[src/rtl/serial_pkg.sv]
// -----------------------------------------------------------------------------
// serial_pkg
// Shared definitions for the serial transmit path and its matching receiver:
// frame geometry, transmitter state encoding and the frame parity helper.
// No ports (package).
// -----------------------------------------------------------------------------
package serial_pkg;

    localparam int FRAME_DATA_BITS = 7;
    localparam int FLUSH_CYCLES    = 10;

    typedef enum logic [2:0] {
        ST_FLUSH  = 3'd0,
        ST_IDLE   = 3'd1,
        ST_START  = 3'd2,
        ST_DATA   = 3'd3,
        ST_PARITY = 3'd4,
        ST_GAP    = 3'd5
    } tx_state_t;

    // Even parity over one frame payload; the receiver uses the same helper.
    function automatic logic frame_parity(input logic [FRAME_DATA_BITS-1:0] data);
        return ^data;
    endfunction

endpackage

[src/rtl/rr_arbiter.sv]
// -----------------------------------------------------------------------------
// rr_arbiter
// Purely combinational round-robin pick: returns the first asserted request
// found searching upward from ptr+1 with wrap-around.
// Ports:
//   req     in  NUM_REQ  request vector
//   ptr     in  IDX_W    index of the most recent winner
//   gnt     out NUM_REQ  one-hot grant (all zero when no request)
//   gnt_idx out IDX_W    encoded grant index (0 when no request)
// -----------------------------------------------------------------------------
module rr_arbiter #(
    parameter int NUM_REQ = 4,
    parameter int IDX_W   = $clog2(NUM_REQ)
) (
    input  logic [NUM_REQ-1:0] req,
    input  logic [IDX_W-1:0]   ptr,
    output logic [NUM_REQ-1:0] gnt,
    output logic [IDX_W-1:0]   gnt_idx
);

    logic             found_s;
    logic [IDX_W-1:0] cand_s;

    // Scan candidates ptr+1 .. ptr+NUM_REQ (mod NUM_REQ); the first hit wins.
    always_comb begin
        gnt     = '0;
        gnt_idx = '0;
        found_s = 1'b0;
        cand_s  = '0;
        for (int off = 1; off <= NUM_REQ; off++) begin
            cand_s = IDX_W'((int'(ptr) + off) % NUM_REQ);
            if (!found_s && req[cand_s]) begin
                found_s      = 1'b1;
                gnt[cand_s]  = 1'b1;
                gnt_idx      = cand_s;
            end else begin
                found_s = found_s;
            end
        end
    end

endmodule

[src/rtl/serial_tx_arbiter.sv]
// -----------------------------------------------------------------------------
// serial_tx_arbiter
// Round-robin shares one serial line among NUM_REQ valid/ready requesters and
// frames each accepted 7-bit word: start 0, data LSB first, even parity, then
// GAP_CYCLES high cycles. A FLUSH period after reset holds the line high long
// enough for a receiver cut off mid-frame to drain.
// Ports:
//   clk        in  1             rising-edge clock
//   rstn       in  1             synchronous active-low reset
//   req_valid  in  NUM_REQ       per-requester word available
//   req_data   in  NUM_REQ*7     packed words, requester i at [7i+6:7i]
//   req_ready  out NUM_REQ       one-hot accept strobe, combinational in IDLE
//   serial_out out 1             registered serial line, idles high
//   busy       out 1             high whenever not IDLE
//   grant_id   out clog2(NUM_REQ) index of the last accepted requester
//   frame_done out 1             pulse in the first gap cycle
// -----------------------------------------------------------------------------
module serial_tx_arbiter
    import serial_pkg::*;
#(
    parameter int NUM_REQ    = 4,
    parameter int GAP_CYCLES = 2
) (
    input  logic                               clk,
    input  logic                               rstn,
    input  logic [NUM_REQ-1:0]                 req_valid,
    input  logic [NUM_REQ*FRAME_DATA_BITS-1:0] req_data,
    output logic [NUM_REQ-1:0]                 req_ready,
    output logic                               serial_out,
    output logic                               busy,
    output logic [$clog2(NUM_REQ)-1:0]         grant_id,
    output logic                               frame_done
);

    localparam int IDX_W   = $clog2(NUM_REQ);
    localparam int CNT_MAX = (FLUSH_CYCLES > GAP_CYCLES) ? FLUSH_CYCLES : GAP_CYCLES;
    localparam int CNT_W   = $clog2(CNT_MAX + 1);

    tx_state_t                  state_r, state_nxt_s;
    logic                       serial_out_r, serial_nxt_s;
    logic                       busy_r;
    logic                       frame_done_r, frame_done_nxt_s;
    logic [IDX_W-1:0]           grant_id_r, grant_nxt_s;
    logic [IDX_W-1:0]           ptr_r, ptr_nxt_s;
    logic [FRAME_DATA_BITS-1:0] word_r, word_nxt_s;
    logic [2:0]                 bit_cnt_r, bit_cnt_nxt_s;
    logic [CNT_W-1:0]           cyc_cnt_r, cyc_cnt_nxt_s;
    logic [NUM_REQ-1:0]         gnt_s;
    logic [IDX_W-1:0]           gnt_idx_s;
    logic                       handshake_s;

    rr_arbiter #(
        .NUM_REQ (NUM_REQ),
        .IDX_W   (IDX_W)
    ) u_rr_arbiter (
        .req     (req_valid),
        .ptr     (ptr_r),
        .gnt     (gnt_s),
        .gnt_idx (gnt_idx_s)
    );

    assign req_ready   = (state_r == ST_IDLE) ? gnt_s : '0;
    assign handshake_s = |(req_valid & req_ready);
    assign serial_out  = serial_out_r;
    assign busy        = busy_r;
    assign grant_id    = grant_id_r;
    assign frame_done  = frame_done_r;

    // Next-state logic; serial_nxt_s is the line level for the cycle after
    // this edge, so the registered line lines up with the state it enters.
    always_comb begin
        state_nxt_s      = state_r;
        serial_nxt_s     = 1'b1;
        frame_done_nxt_s = 1'b0;
        grant_nxt_s      = grant_id_r;
        ptr_nxt_s        = ptr_r;
        word_nxt_s       = word_r;
        bit_cnt_nxt_s    = bit_cnt_r;
        cyc_cnt_nxt_s    = cyc_cnt_r;
        case (state_r)
            ST_FLUSH: begin
                if (cyc_cnt_r == CNT_W'(FLUSH_CYCLES - 1)) begin
                    state_nxt_s   = ST_IDLE;
                    cyc_cnt_nxt_s = '0;
                end else begin
                    cyc_cnt_nxt_s = cyc_cnt_r + CNT_W'(1);
                end
            end
            ST_IDLE: begin
                if (handshake_s) begin
                    state_nxt_s  = ST_START;
                    serial_nxt_s = 1'b0;
                    word_nxt_s   = req_data[int'(gnt_idx_s)*FRAME_DATA_BITS +: FRAME_DATA_BITS];
                    grant_nxt_s  = gnt_idx_s;
                    ptr_nxt_s    = gnt_idx_s;
                end else begin
                    state_nxt_s  = ST_IDLE;
                end
            end
            ST_START: begin
                state_nxt_s   = ST_DATA;
                bit_cnt_nxt_s = 3'd0;
                serial_nxt_s  = word_r[0];
            end
            ST_DATA: begin
                if (bit_cnt_r == 3'(FRAME_DATA_BITS - 1)) begin
                    state_nxt_s  = ST_PARITY;
                    serial_nxt_s = frame_parity(word_r);
                end else begin
                    bit_cnt_nxt_s = bit_cnt_r + 3'd1;
                    serial_nxt_s  = word_r[bit_cnt_r + 3'd1];
                end
            end
            ST_PARITY: begin
                state_nxt_s      = ST_GAP;
                frame_done_nxt_s = 1'b1;
                cyc_cnt_nxt_s    = '0;
            end
            ST_GAP: begin
                if (cyc_cnt_r == CNT_W'(GAP_CYCLES - 1)) begin
                    state_nxt_s   = ST_IDLE;
                    cyc_cnt_nxt_s = '0;
                end else begin
                    cyc_cnt_nxt_s = cyc_cnt_r + CNT_W'(1);
                end
            end
            default: begin
                state_nxt_s   = ST_FLUSH;
                cyc_cnt_nxt_s = '0;
            end
        endcase
    end

    // State and output registers; reset abandons any frame and re-enters FLUSH.
    always_ff @(posedge clk) begin
        if (!rstn) begin
            state_r      <= ST_FLUSH;
            serial_out_r <= 1'b1;
            busy_r       <= 1'b1;
            frame_done_r <= 1'b0;
            grant_id_r   <= '0;
            ptr_r        <= IDX_W'(NUM_REQ - 1);
            word_r       <= '0;
            bit_cnt_r    <= 3'd0;
            cyc_cnt_r    <= '0;
        end else begin
            state_r      <= state_nxt_s;
            serial_out_r <= serial_nxt_s;
            busy_r       <= (state_nxt_s != ST_IDLE);
            frame_done_r <= frame_done_nxt_s;
            grant_id_r   <= grant_nxt_s;
            ptr_r        <= ptr_nxt_s;
            word_r       <= word_nxt_s;
            bit_cnt_r    <= bit_cnt_nxt_s;
            cyc_cnt_r    <= cyc_cnt_nxt_s;
        end
    end

endmodule

[config.mk]
export PLATFORM = sky130hd
export DESIGN_NAME = serial_tx_arbiter
export DESIGN_NICKNAME = d
export VERILOG_FILES = /design/src/rtl/serial_pkg.sv /design/src/rtl/rr_arbiter.sv /design/src/rtl/serial_tx_arbiter.sv
export SDC_FILE = /design/constraint.sdc
export NUM_CORES = 1
export LEC_CHECK = 0
export BUFFER_PORTS_ARGS = -buffer_cell sky130_fd_sc_hd__clkbuf_2
export CORE_MARGIN = 2
export CORE_UTILIZATION = 49
export CTS_CLUSTER_SIZE = 10
export DETAILED_ROUTE_END_ITERATION = 8
export GPL_ROUTABILITY_DRIVEN = 0
export GPL_TIMING_DRIVEN = 0
export PLACE_DENSITY_LB_ADDON = 0.12
export SETUP_SLACK_MARGIN = 0.02
export SLEW_MARGIN = 20
export SYNTH_ARGS = -nofsm -noshare
export SYNTH_HDL_FRONTEND = slang
export SYNTH_SLANG_ARGS = --single-unit
[constraint.sdc]
create_clock -name clk -period 3.2 [get_ports clk]
set_input_delay 0.48 -clock clk [delete_from_list [all_inputs] [get_ports clk]]
set_output_delay 0.48 -clock clk [all_outputs]
set_load 0.005 [all_outputs]
# [After elaboration in Yosys (flattened, before gate mapping)]
# Index checks and enable logic that the tools add are counted.
[classes] n_mux=44 bitwise_logic=4 addsub=6 mul=1 eq_ne=10 reduce_logical=17 shift=1 div=0 n_lt_le_gt_ge=9
[ops] cell="$mux 4" count=7
[ops] cell="$shiftx 28x6->7" count=1
[ops] cell="$pmux 3 s6" count=1
[ops] cell="$mux 1" count=15
[ops] cell="$lt 2x3->1 const B" count=4
[ops] cell="$mux 3" count=4
[ops] cell="$or 4x4->4" count=3
[ops] cell="$pmux 4 s3" count=1
[ops] cell="$mux 2" count=5
[ops] cell="$eq 3x3->1 const B" count=3
[ops] cell="$bmux 1 s2" count=4
[ops] cell="$demux 1 s2" count=4
[ops] cell="$ge 2x1->1 const B" count=4
[ops] cell="$logic_and 1x1->1" count=7
[ops] cell="$reduce_xor 7->1" count=1
[ops] cell="$eq 3x2->1 const B" count=2
[ops] cell="$pmux 3 s2" count=1
[ops] cell="$mul 2x3->5 const B" count=1
[ops] cell="$add 2x1->2 const B" count=2
[ops] cell="$add 2x2->2 const B" count=2
[ops] cell="$add 4x1->4 const B" count=1
[ops] cell="$and 4x4->4" count=1
[ops] cell="$eq 4x1->1 const B" count=1
[ops] cell="$eq 4x4->1 const B" count=1
[ops] cell="13 further kinds" count=16
[totals] n_memories=0 out_inout_bits=9 ramBits=0 input_bits=34 register_bits=24 romBits=0 latch_bits=0 word_cells=101

# [Longest topological paths before layout]
[logic_depth] word_depth=19 mapped_depth=13 depth_no_buf=9

# [By module]
# A second synthesis with hierarchy kept.
[unflattened] hier_cells=217 hier_area_um2=2055.7
[modules_own_cells] module="serial_tx_arbiter" cells_per_inst=149 area_per_inst_um2=1510.2 seq_area_each_um2=480.5 instances=1
[modules_own_cells] module="rr_arbiter" cells_per_inst=68 area_per_inst_um2=545.5 seq_area_each_um2=0.0 instances=1

# [Worst setup path after synthesis]
# Ideal clock, no wire load.
[synth_timing] path_type="register -> register" from="register ptr_r[1]" to="register serial_out_r (netlist: serial_out)" t_required_ps=3066 setup_time_ps=134 t_arrival_ps=3075 path_stages_with_launch=12 path_buffers=2 setup_slack_ps=-10 synth_period_minus_slack_ps=3210 cell_sequence="dfxtp_1 -> clkbuf_1 -> inv_1 -> ha_1 -> clkbuf_1 -> mux4_2 -> nor3b_2 -> and2_1 -> o311ai_1 -> nand4_2 -> nor2_1 -> or4_1"
[synth_via] elab_chain_len=18 word_cells_on_any_way=53 cone_classes="4 x add/sub; 8 x order compare; 26 x mux; 4 x bitwise; 11 x reduce/logical"
[synth_lines] element="from (decl)" line="serial_tx_arbiter.sv:44" rtl="logic [IDX_W-1:0] ptr_r, ptr_nxt_s;"
[synth_lines] element="from (signal assigned)" line="serial_tx_arbiter.sv:142" rtl="ptr_r <= IDX_W'(NUM_REQ - 1);"
[synth_lines] element="from (signal assigned)" line="serial_tx_arbiter.sv:152" rtl="ptr_r <= ptr_nxt_s;"
[synth_lines] element="parallel branches: the longest is 12 deep, another holds $lt 2x3->1"
[synth_lines] element="$mux 4 *" line="rr_arbiter.sv:32" rtl="if (!found_s && req[cand_s]) begin"
[synth_lines] element="$mux 4 *" line="serial_tx_arbiter.sv:62" rtl="assign req_ready = (state_r == ST_IDLE) ? gnt_s : '0;"
[synth_lines] element="$and 4x4->4 *" line="serial_tx_arbiter.sv:63" rtl="assign handshake_s = |(req_valid & req_ready);"
[synth_lines] element="$reduce_or 4->1 *" line="serial_tx_arbiter.sv:63"
[synth_lines] element="$mux 1 *" line="serial_tx_arbiter.sv:90" rtl="if (handshake_s) begin"
[synth_lines] element="$pmux 1 s3 *" line="serial_tx_arbiter.sv:80" rtl="case (state_r)"
[synth_lines] element="to (signal assigned)" line="serial_tx_arbiter.sv:148" rtl="serial_out_r <= serial_nxt_s;"
[synth_lines] element="to (decl)" line="serial_tx_arbiter.sv:40" rtl="logic serial_out_r, serial_nxt_s;"
# Mark *: on every way between the ends. The select of a mux whose other input is x is not followed.
# A chain may end at the register's enable or synchronous reset.

# [Worst setup path after layout]
[layout_timing] from="register ptr_r[1]" to="register busy_r (netlist: busy)"
[layout_via] elab_chain_len=19 word_cells_on_any_way=54 cone_classes="4 x add/sub; 8 x order compare; 1 x eq/ne; 26 x mux; 4 x bitwise; 11 x reduce/logical"
[layout_lines] element="parallel branches: the longest is 12 deep, another holds $lt 2x3->1"
[layout_lines] element="$mux 4 *" line="rr_arbiter.sv:32"
[layout_lines] element="$mux 4 *" line="serial_tx_arbiter.sv:62"
[layout_lines] element="$and 4x4->4 *" line="serial_tx_arbiter.sv:63"
[layout_lines] element="$reduce_or 4->1 *" line="serial_tx_arbiter.sv:63"
[layout_lines] element="$mux 2 *" line="serial_tx_arbiter.sv:90"
[layout_lines] element="$pmux 3 s6 *" line="serial_tx_arbiter.sv:80"
[layout_lines] element="$ne 3x1->1 *" line="serial_tx_arbiter.sv:149" rtl="busy_r <= (state_nxt_s != ST_IDLE);"
[layout_lines] element="to (signal assigned)" line="serial_tx_arbiter.sv:149"
[layout_lines] element="to (decl)" line="serial_tx_arbiter.sv:41" rtl="logic busy_r;"
# Marked as above.

==> impl_metrics.json <==
{
  "regArea_um2": 483.0,
  "wl_mm": 4.352,
  "top_layer_used": "met4",
  "numCtsBuffers": 3,
  "peakVddDrop_v": 0.0002155,
  "die_w_um": 67.82,
  "postRouteAntennaNets": 0,
  "final_common_cell": "clkbuf_2",
  "hold_class": "in2reg",
  "cts.sink_count": 24,
  "synthCells": 230,
  "powerDensity_mw_per_mm2": 292.2,
  "die_y_um": 67.82,
  "final-hold-violation-count": 0,
  "synth_edf_count": 0,
  "path_class": "reg2reg",
  "worstSetupEndpointType": "flip-flop",
  "grt_usage": 0.1992,
  "status": "finished clean",
  "dp_slack_ps": -346.4,
  "syn_avg_cell_area_um2": 8.677,
  "timing.rr.end": "busy",
  "critPathLaunchType": "flip-flop",
  "final_max_slew_viol_count": 0,
  "critical_path_required_ps": 3350,
  "io_buffers": 41,
  "multiInputGateArea_mm2": 0.001426,
  "cp-startpoint": "ptr_r[1]",
  "worstReg2RegStart": "ptr_r[1]",
  "endpoint": "busy",
  "clockRootBuffer": "clkbuf_8",
  "grt_pass1_vias": 1589,
  "final_layout_size_suffix_gt1_frac": 0.2491,
  "ys.flop_type": "dfxtp_1",
  "drt_iter0_markers": 84,
  "drt-vias-per-instance": 5.502,
  "num_rows": 23,
  "drc_errors": 0,
  "arrival_ps": 3160,
  "whs_ps": 460.4,
  "slew_headroom": 0.3919,
  "yosys_warnings": 0,
  "tightest_slew_ps": 912.2,
  "finalSetupViolCount": 0,
  "period_share": 0.9391,
  "cts_buffer_depth": 2,
  "cts.clk_slew.worst_paths_ps": 90,
  "coreArea_mm2": 0.003971,
  "cp.buffers_inverters": 4,
  "start_util": 0.5025,
  "setup_slack_ps": 194.8,
  "num_vias": 1799,
  "grt_pass1_wl_mm": 7.065,
  "path_delay_family": "buffers and inverters",
  "final_area_mm2": 0.002385,
  "synth_top_area_cell": "dfxtp_1",
  "path_max_fanout": 10,
  "post-route-min-period_ps": 3005,
  "cp.depth": 12,
  "maxCapViolCount": 0,
  "grt_max_degree": 15,
  "slowest_delay_ps": 410,
  "areaGrowthSynthToFinish_pct": 19.50,
  "final_cell_mix": "clkbuf_2, mux2i_1, nor2_1",
  "reg2reg_slack_ps": 190,
  "syn-cell-area_mm2": 0.001996,
  "ys_types": 50,
  "rr_worst_depth": 12,
  "synth_area_leaders": "dfxtp_1, mux2i_1, ha_1, nor2_1, mux4_2",
  "htreeDepth": 1,
  "fmax_mhz": 332.8,
  "fillers": 359,
  "crit_chain": "buf_4 > inv_1 > ha_4 > mux4_2 > buf_4 > nand2_1 > o21ai_0 > o311ai_1 > nand4_2 > buf_6 > a21oi_1 > nand4b_1",
  "dieArea_mm2": 0.004600,
  "m1WireLength_mm": 2.104,
  "ctsHoldBuffers": 0,
  "cts_tree": "built",
  "grt_setup_unrepaired": "false",
  "dr_wl_met2_mm": 2.028,
  "fin_util": 0.6005,
  "insertion_delay_ps": 270,
  "dr.pass1.iters": 4,
  "synthArstFlopShare": 0,
  "dr_wl_met3_um": 172,
  "diodes": 0,
  "fin_nets": 324,
  "hpwlAfterDp_mm": 3.283,
  "critPathMostFrequentCell": "buf_4",
  "wl_per_cell_um": 13.31,
  "antenna_found_initial": 0,
  "final.setup_skew_ps": 3.251,
  "synth_top_area_share": 0.2408,
  "gr-total-overflow": 0,
  "post_dp_cell_area_mm2": 0.002265,
  "ioPinCount": 43,
  "cpMaxStageDelayCell": "mux4_2",
  "seq_area_frac_synth": 0.2408,
  "synth_fp_nets": 276,
  "p_leak_nw": 1.065,
  "ys_ff_latch": 24
}
==> logic make-up (layout without fill, tap and decap cells) <==
kind of cell,Yosys count,in the layout,share of synthesized area
XOR/XNOR,9,9,0.03950
buffers and inverters,23,70,0.05392
flip-flops,24,24,0.2408
AO/OA/AOI/OAI,47,47,0.1693
adder cells (fa/ha/maj),12,12,0.07523
AND/OR/NAND/NOR,77,77,0.2044
multiplexers,38,38,0.2169
==> synth_stat cells (all sizes together), types with 2 or more instances <==
| cell | count |
|---|---|
| buf | 6 |
| dfxtp | 24 |
| a21boi | 4 |
| mux2i | 32 |
| nand3 | 3 |
| clkbuf | 8 |
| xnor2 | 5 |
| nor2 | 28 |
| nor4b | 2 |
| mux2 | 2 |
| ha | 12 |
| o21ai | 11 |
| a221oi | 3 |
| or3 | 2 |
| a41oi | 2 |
| nor3 | 3 |
| inv | 8 |
| mux4 | 4 |
| and2 | 6 |
| o31a | 4 |
| o311ai | 4 |
| nor3b | 6 |
| nand2 | 15 |
| nor2b | 3 |
| xor2 | 4 |
| nand3b | 3 |
| a21oi | 10 |
==> per-stage QoR <==
step / total power, W / instances / setup TNS [ps]
6_report: 0.0006968 / 327 / 0
5_1_grt: 0.0007287 / 327 / 0
4_1_cts: 0.0007021 / 327 / 0
3_5_place_dp: 0.0004326 / 321 / -3538
3_3_place_gp: 0.0004312 / 321 / -3598
2_1_floorplan: 0.0003952 / 230 / 0
==> repair_timing <==
item | in CTS | in global routing
cloned | 0 | 0
gates resized for setup | 4 | 5
pin swaps | 1 | 1
setup endpoints to repair | 19 | 19
setup buffers | 3 | 0
==> sequential cells by signal, indices dropped and copies added (netlist names) <==
| signal | count |
|---|---|
| bit_cnt_r | 3 |
| busy | 1 |
| cyc_cnt_r | 4 |
| frame_done | 1 |
| grant_id | 2 |
| ptr_r | 2 |
| serial_out | 1 |
| state_r | 3 |
| word_r | 7 |
==> routing by layer <==
metal / global-route usage / vias to the layer above
met5: 0 / -
met1: 0.2692 / 819
met4: 0.05250 / 0
met3: 0.02632 / 5
li1: - / 930
met2: 0.3346 / 45
==> cell type report <==
class	instances	area share
multi-input cells	183	0.5981
plain buffers	13	0.03358
repair buffers	44	0.09549
well taps	50	0.02623
clock inverters	1	0.01259
clock buffers	3	0.01731
flip-flops and latches	24	0.2025
inverters	9	0.01417
==> worst min-delay path by stage <==
stage                      start            to  slack, ps  cells past startpoint
global placement     grant_id[1]   grant_id[1]        510                      2
CTS                         rstn      ptr_r[1]        450                      2
floorplan           cyc_cnt_r[2]  cyc_cnt_r[2]        480                      2
global route                rstn      ptr_r[1]        470                      2
detailed placement   grant_id[1]   grant_id[1]        510                      2
finish                      rstn      ptr_r[1]        460                      2
==> report_power, final <==
group	internal (W)	switching, W
clock	0.000168	0.000102
combinational	0.0000605	0.0000580
sequential	0.000304	0.00000535
total	0.000532	0.000165
No activity file was read; power rests on OpenSTA's default activity.
